`config.mk`:
```
export PLATFORM = sky130hd
export DESIGN_NAME = bluetooth
export DESIGN_NICKNAME = d
export VERILOG_FILES = /design/src/rtl/uart_pkg.sv /design/src/rtl/sync_ff.sv /design/src/rtl/bluetooth.sv
export SDC_FILE = /design/constraint.sdc
export NUM_CORES = 1
export LEC_CHECK = 0
export CAP_MARGIN = 20
export CORE_ASPECT_RATIO = 1.4
export CORE_UTILIZATION = 52
export DETAILED_ROUTE_END_ITERATION = 10
export GPL_ROUTABILITY_DRIVEN = 0
export PLACE_DENSITY_LB_ADDON = 0.1
export SYNTH_ARGS = -nofsm -noshare
export SYNTH_HDL_FRONTEND = slang
export SYNTH_HIERARCHICAL = 1
export SYNTH_SLANG_ARGS = --single-unit
export TNS_END_PERCENT = 50
```
`constraint.sdc`:
```
create_clock -name clk -period 1.8 [get_ports clk]
set_input_delay 0.27 -clock clk [delete_from_list [all_inputs] [get_ports clk]]
set_output_delay 0.27 -clock clk [all_outputs]
set_load 0.01 [all_outputs]
```
`src/rtl/uart_pkg.sv`:
```
// Shared UART receive definitions: FSM states, frame width and counter sizing.
package uart_pkg;

    localparam int DATA_BITS = 8;

    typedef enum logic [2:0] {
        IDLE,
        START,
        DATA,
        STOP,
        WAIT_IDLE
    } state_t;

    // Width of a counter that must reach clks-1; never narrower than one bit.
    function automatic int cnt_width(input int clks);
        return (clks > 1) ? $clog2(clks) : 1;
    endfunction

endpackage

```
`src/rtl/sync_ff.sv`:
```
// Multi-stage synchronizer for an asynchronous level input; resets to 1 (idle line / released button).
// Latency: STAGES clocks; no backpressure (free-running sampler).
module sync_ff #(
    parameter int STAGES = 2
) (
    input  logic i_clk,
    input  logic i_rst_n,
    input  logic i_d,
    output logic o_q
);

    logic [STAGES-1:0] r_sync;

    always_ff @(posedge i_clk or negedge i_rst_n) begin
        if (!i_rst_n) begin
            r_sync <= '1;
        end else begin
            r_sync <= {r_sync[STAGES-2:0], i_d};
        end
    end

    assign o_q = r_sync[STAGES-1];

endmodule

```
`src/rtl/bluetooth.sv`:
```
// 8N1 UART receiver for the Bluetooth serial link; data/data_valid land SYNC_STAGES+1 clocks after mid stop bit.
// No backpressure: each good frame overwrites data and pulses data_valid once; a low stop bit pulses frame_err.
module bluetooth
    import uart_pkg::*;
#(
    parameter int CLKS_PER_BIT = 10417,
    parameter int SYNC_STAGES  = 2
) (
    input  logic                 clk,
    input  logic                 rst,
    input  logic                 get,
    output logic [DATA_BITS-1:0] data,
    output logic                 data_valid,
    output logic                 frame_err
);

    localparam int               CNT_W    = cnt_width(CLKS_PER_BIT);
    localparam logic [CNT_W-1:0] CNT_FULL = CNT_W'(CLKS_PER_BIT - 1);
    localparam logic [CNT_W-1:0] CNT_HALF = CNT_W'(CLKS_PER_BIT / 2 - 1);
    localparam int               IDX_W    = $clog2(DATA_BITS);
    localparam logic [IDX_W-1:0] IDX_LAST = IDX_W'(DATA_BITS - 1);

    logic                 w_rx_s;
    state_t               r_state,      w_state_nx;
    logic [CNT_W-1:0]     r_clk_cnt,    w_clk_cnt_nx;
    logic [IDX_W-1:0]     r_bit_idx,    w_bit_idx_nx;
    logic [DATA_BITS-1:0] r_shift,      w_shift_nx;
    logic [DATA_BITS-1:0] r_data,       w_data_nx;
    logic                 r_data_valid, w_data_valid_nx;
    logic                 r_frame_err,  w_frame_err_nx;

    sync_ff #(
        .STAGES (SYNC_STAGES)
    ) u_sync (
        .i_clk   (clk),
        .i_rst_n (rst),
        .i_d     (get),
        .o_q     (w_rx_s)
    );

    always_ff @(posedge clk or negedge rst) begin
        if (!rst) begin
            r_state      <= IDLE;
            r_clk_cnt    <= '0;
            r_bit_idx    <= '0;
            r_shift      <= '0;
            r_data       <= '0;
            r_data_valid <= 1'b0;
            r_frame_err  <= 1'b0;
        end else begin
            r_state      <= w_state_nx;
            r_clk_cnt    <= w_clk_cnt_nx;
            r_bit_idx    <= w_bit_idx_nx;
            r_shift      <= w_shift_nx;
            r_data       <= w_data_nx;
            r_data_valid <= w_data_valid_nx;
            r_frame_err  <= w_frame_err_nx;
        end
    end

    always_comb begin
        w_state_nx      = r_state;
        w_clk_cnt_nx    = r_clk_cnt;
        w_bit_idx_nx    = r_bit_idx;
        w_shift_nx      = r_shift;
        w_data_nx       = r_data;
        w_data_valid_nx = 1'b0;
        w_frame_err_nx  = 1'b0;

        case (r_state)
            IDLE: begin
                if (!w_rx_s) begin
                    w_clk_cnt_nx = '0;
                    w_state_nx   = START;
                end
            end
            // A line that is high again at mid start bit was only a glitch.
            START: begin
                if (r_clk_cnt == CNT_HALF) begin
                    w_clk_cnt_nx = '0;
                    if (!w_rx_s) begin
                        w_bit_idx_nx = '0;
                        w_state_nx   = DATA;
                    end else begin
                        w_state_nx   = IDLE;
                    end
                end else begin
                    w_clk_cnt_nx = r_clk_cnt + CNT_W'(1);
                end
            end
            DATA: begin
                if (r_clk_cnt == CNT_FULL) begin
                    w_clk_cnt_nx          = '0;
                    w_shift_nx[r_bit_idx] = w_rx_s;
                    if (r_bit_idx == IDX_LAST) begin
                        w_state_nx = STOP;
                    end else begin
                        w_bit_idx_nx = r_bit_idx + IDX_W'(1);
                    end
                end else begin
                    w_clk_cnt_nx = r_clk_cnt + CNT_W'(1);
                end
            end
            // Leaving at mid stop bit lets an immediately following start bit be caught.
            STOP: begin
                if (r_clk_cnt == CNT_FULL) begin
                    w_clk_cnt_nx = '0;
                    if (w_rx_s) begin
                        w_data_nx       = r_shift;
                        w_data_valid_nx = 1'b1;
                        w_state_nx      = IDLE;
                    end else begin
                        w_frame_err_nx  = 1'b1;
                        w_state_nx      = WAIT_IDLE;
                    end
                end else begin
                    w_clk_cnt_nx = r_clk_cnt + CNT_W'(1);
                end
            end
            WAIT_IDLE: begin
                if (w_rx_s) begin
                    w_state_nx = IDLE;
                end
            end
            default: begin
                w_state_nx = IDLE;
            end
        endcase
    end

    assign data       = r_data;
    assign data_valid = r_data_valid;
    assign frame_err  = r_frame_err;

endmodule

```
# ---- Word level (Yosys, flattened, before mapping)
# Index checks and enable logic that the tools add are counted.
# W data, S select, Z words.
dict set report word_totals {
  ff_bits 40
  inputBits 3
  out_inout_bits 10
  word_cells 64
}
dict set report classes {
  n_addsub 2
  magnitude_cmp 2
  eq_ne 15
  mux 27
  reduce_logical 10
}
# cell count
set op_table {}
lappend op_table {{$mux W14} 3}
lappend op_table {{$pmux W14 S3} 1}
lappend op_table {{$mux W3} 11}
lappend op_table {{$pmux W3 S5} 1}
lappend op_table {{$add A14 B1 Y14 const B} 1}
lappend op_table {{$eq A14 B13 Y1 const B} 1}
lappend op_table {{$eq A14 B14 Y1 const B} 1}
lappend op_table {{$ne A2 B2 Y1 const B} 7}
lappend op_table {{$bwmux W8} 1}
lappend op_table {{$mux W1} 7}
lappend op_table {{$eq A3 B2 Y1 const B} 2}
lappend op_table {{$eq A3 B3 Y1 const B} 2}
lappend op_table {{$pmux W3 S2} 1}
lappend op_table {{$reduce_and A6 Y1} 1}
lappend op_table {{$reduce_and A5 Y1} 1}
lappend op_table {{$lt A3 B4 Y1 const B} 1}
lappend op_table {{$reduce_and A2 Y1} 2}
lappend op_table {{$add A3 B1 Y3 const B} 1}
lappend op_table {{$demux W1 S3} 1}
lappend op_table {{$eq A3 B1 Y1 const B} 1}
lappend op_table {{$ge A3 B1 Y1 const B} 1}
lappend op_table {{$logic_not A3 Y1} 1}
lappend op_table {{$reduce_and A3 Y1} 1}
lappend op_table {{$reduce_bool A3 Y1} 1}
lappend op_table {{other kinds (5)} 5}

# ---- Logic depth before layout (Yosys ltp)
dict set report logic_depth {
  ltp_word 5
  mapped_depth 9
  ltp_nobuf 7
}

# ---- Hierarchy
# Netlist, hierarchy kept.
# mod n_inst cells_per_inst area_each_um2 seq_area_each_um2
set by_module_without_submodules {}
lappend by_module_without_submodules {bluetooth 1 179 1986.9 950.9}
lappend by_module_without_submodules {sync_ff 1 2 52.6 52.6}

# ---- Worst setup path before layout
# No wires, ideal clock.
dict set report synth_path {
  kind {register to register}
  start {register r_clk_cnt[0]}
  end {register r_data[0] (netlist: data[0])}
  t_arrival_ns 1.871
  required_ns 1.675
  slack_ns -0.196
  stages_incl_launch_ff 10
  synth_period_minus_slack_ns 1.996
  path_cell_list {dfrtp_1 > inv_1 > ha_1 > and3b_1 > and4_4 > and2b_1 > buf_6 > and3_4 > buf_12 > mux2_4}
}
dict set report synth_between {
  elab_chain_cells 2
}
# element line_no
set synth_lines {}
lappend synth_lines {{start, declared} bluetooth.sv:25} ;# logic [CNT_W-1:0] r_clk_cnt, w_clk_cnt_nx;
lappend synth_lines {{start signal, assigned} bluetooth.sv:52} ;# r_clk_cnt <= w_clk_cnt_nx;
lappend synth_lines {{$eq A14 B14 Y1} bluetooth.sv:106} ;# if (r_clk_cnt == CNT_FULL) begin
lappend synth_lines {{$reduce_and A3 Y1 (no source line)} --}
lappend synth_lines {{end signal, assigned} bluetooth.sv:55} ;# r_data <= w_data_nx;
lappend synth_lines {{end, declared} bluetooth.sv:28} ;# logic [DATA_BITS-1:0] r_data, w_data_nx;
# Every way passes these cells.
# A chain may end at the register's enable or synchronous reset.

# ---- Final worst setup path
dict set report layout_path {
  start {register r_clk_cnt[8]}
  end {register r_data[0] (netlist: data[0])}
}
# The elaborated chain is that of the path after synthesis.

==> impl_metrics.yaml <==
critical_path:
  cp_top_family: "simple AND/OR/NAND/NOR gates"
  crit_start: "r_clk_cnt[8]"
  crit_chain: "nor4b_4, and4_4, and2b_2, and3_4, mux2_4"
  critPathKind: "reg -> reg"
  crit_arrival_ns: 2.08
  crit_required_ns: 1.98
  cp_slowest_stage_delay_ns: 0.42
  startpoint_type: "flop"
  crit_buf_inv: 0
  critPathCaptureType: "flop"
  r2r_start: "r_clk_cnt[8]"
  crit_fanout: 5
  cp_slowest_cell: "dfrtp_1"
power:
  power_frac_comb_pct: 1.4
  p_leak_nw: 1.28
  intPower_mw: 1.60
  power_switching_mw: 0.337
  seq_power_share_pct: 46.8
  power.share.clock_pct: 51.8
  sw_frac_of_total_pct: 17.4
  peakVddDrop_v: 0.000607
  power.density_nw_per_um2: 718
routing:
  postRouteAntennaNets: 0
  first_pass_iters: 4
  wl_um: 4410
  drtIter0Drc: 38
  remaining_drc_errors: 0
  wl_per_cell_um: 16.1
  vias_per_cell: 5.91
  vias: 1618
timing:
  period_minus_slack_ns: 1.90
  worst_pin_slew_ns: 0.494
  skew_ns: 0.00745
  setup_violations: 22
  hold_viol_final: 0
  fin_setup_tns_ns: -1.57
  post-route-period-util_pct: 106
  rsz0062_at_grt: "true"
  setup_slack_ns: -0.101
  holdWs_ns: 0.360
  relSlewSlack_pct: 67.1
  fmaxAchievable_ghz: 0.526
  maxSlewViolCount: 0
layout:
  seqCellArea_um2: 1000
  postLayoutCellArea_um2: 2700
  antenna_cells: 0
  nNetsFinal: 239
  fin_cells: 274
  multi_input_area_um2: 1060
  drive_gt1_share_pct: 34.9
  area_growth_syn_to_layout_pct: 32.5
  fillers: 268
  fin_util_pct: 72.8
global_route:
  grt_usage_pct: 24.1
  grt_max_degree: 23
  grt_pass1_wl_um: 7360
  antenna_found_initial: 0
  use_met2_pct: 43.5
  busiest_layer: "met2"
  met1_usage_pct: 26.9
  gr-total-overflow: 0
  use_met3_pct: 3.79
  grt_pass1_vias: 1634
clocking:
  clk_latency_ns: 0.30
  ctsRootBufferMaster: "clkbuf_8"
  numCtsBuffers: 5
  clk_pin_slew_ns: 0.08
  cts.sinks: 40
  cts_tree: "built"
  h-tree-depth: 2
  clockBufferDepth: 2
die:
  io_pins: 13
  die_area_um2: 4180
  initial_utilization_pct: 55.0
  die_h_um: 76.1
  rows: 26
  die_x_um: 54.9
  core_um2: 3710
synthesis:
  yosys.area.top_type: "dfrtp_1"
  syn_inst: 181
  synthFlopType: "dfrtp_1"
  synth-edff-count: 0
  synthTopCellsByArea: "dfrtp_1 (47%), mux2_4 (5.9%), mux2_2 (5.0%)"
  ys_seq_area_share_pct: 49.2
  ys_ff_latch: 40
  synth.net_count: 189
  yosys.area.top_type_share_pct: 46.6
  synth_cell_type_count: 44
  ys_warn_count: 6
  syn_area_um2: 2040
  synthArstFlopShare_pct: 100
  syn_avg_cell_area_um2: 11.3
place:
  placedCellCount: 259
  placed_cell_area_um2: 2410
  io_buffers: 12
  hpwlAfterDp_um: 3060
outcome:
  violations: "setup timing"
  status: "finished with violations"
min_path:
  min_from: "u_sync/r_sync[0]"
  min_path_type: "reg -> reg"
run:
  cap_viol_max_count: 0
cells in the final DEF, fill, tap and decap left out, drive strengths merged, types with 2 or more instances in the layout:
cell type,count
dfrtp,38
xnor2,3
nor3,5
ha,5
a21o,4
nand2,14
nand3,8
clkdlybuf4s50,11
bufinv,3
nand4,3
a21oi,7
dfstp,2
nand4b,4
a31oi,3
mux2,17
buf,38
o21ai,10
nand2b,2
and4,2
clkbuf,5
nor4,3
nor2,8
nor3b,3
nor2b,5
and3,5
a22o,6
inv,4
layer usage:
layer	vias to the layer above	part of all wire [%]
li1	762	-
met1	821	38
met2	29	58
met3	6	2.9
met4	0	1.0
met5	-	0
synth_stat cells (all sizes together) (2+ instances only):
cell,count
a21o,4
a21oi,7
a22o,6
a31oi,3
and3,4
and4,2
buf,4
clkbuf,4
dfrtp,38
dfstp,2
ha,5
inv,4
mux2,17
nand2,14
nand2b,2
nand3,8
nand4,3
nand4b,4
nor2,8
nor2b,5
nor3,5
nor3b,3
nor4,3
o21ai,10
xnor2,3
final timing paths:
check / endpoint / slack (ns) / cells after the start
min in group asynchronous: data_valid / 0.48 / 2
max in group asynchronous: u_sync/r_sync[1] / 0.71 / 3
hold / removal: u_sync/r_sync[1] / 0.36 / 0
hold reg to reg: u_sync/r_sync[1] / 0.36 / 0
setup reg to reg: data[0] / -0.10 / 5
setup / recovery: data[0] / -0.10 / 5
final cells by class:
cell class                 count  share of cell area [%]
tap                           42                    1.95
timing repair buffer          50                    15.1
clock inverter                 3                    3.33
multi-input combinational    130                    39.4
clock buffer                   5                    2.55
sequential                    40                    37.1
inverter                       4                   0.556
stage by stage:
| step | setup slack [ns] | power (mW) |
|---|---|---|
| after floorplan | -0.152 | 0.925 |
| after global placement | -0.122 | 0.950 |
| after detailed placement | -0.147 | 0.951 |
| after CTS | -0.0765 | 1.96 |
| after global routing | -0.182 | 1.99 |
| final | -0.101 | 1.94 |
cells by family (layout without fill, tap and decap cells):
group | count (synthesis) | in the layout | share of synthesized area (%)
fa+ha+maj | 5 | 5 | 3.07
compound gates | 34 | 34 | 11.4
flops | 40 | 40 | 49.2
simple gates | 70 | 71 | 20.7
mux | 17 | 17 | 10.9
xor+xnor | 3 | 3 | 1.29
buf+inv | 12 | 62 | 3.50
flip-flops by register name, summed over array words and instances (netlist names):
register / cells
r_clk_cnt: 14
data_valid: 1
data: 8
frame_err: 1
u_sync/r_sync: 2
r_state: 3
r_bit_idx: 3
r_shift: 8
power by group through the flow:
stage / Sequential, mW / Combinational (mW) / Clock [mW]
after floorplan: 0.921 / 0.00399 / 0
after global placement: 0.924 / 0.0260 / 0
after detailed placement: 0.925 / 0.0267 / 0
after CTS: 0.907 / 0.0290 / 1.02
after global routing: 0.908 / 0.0328 / 1.05
final: 0.908 / 0.0276 / 1.00
repair_timing:
action	CTS	global route
gates cloned	1	1
buffers inserted	3	1
setup endpoints to repair	30	29
resized for setup	18	1
hold endpoints to repair	20	0
hold buffers	1	0
pin swaps	8	2
Note: power is estimated with default switching activity, not from simulation.
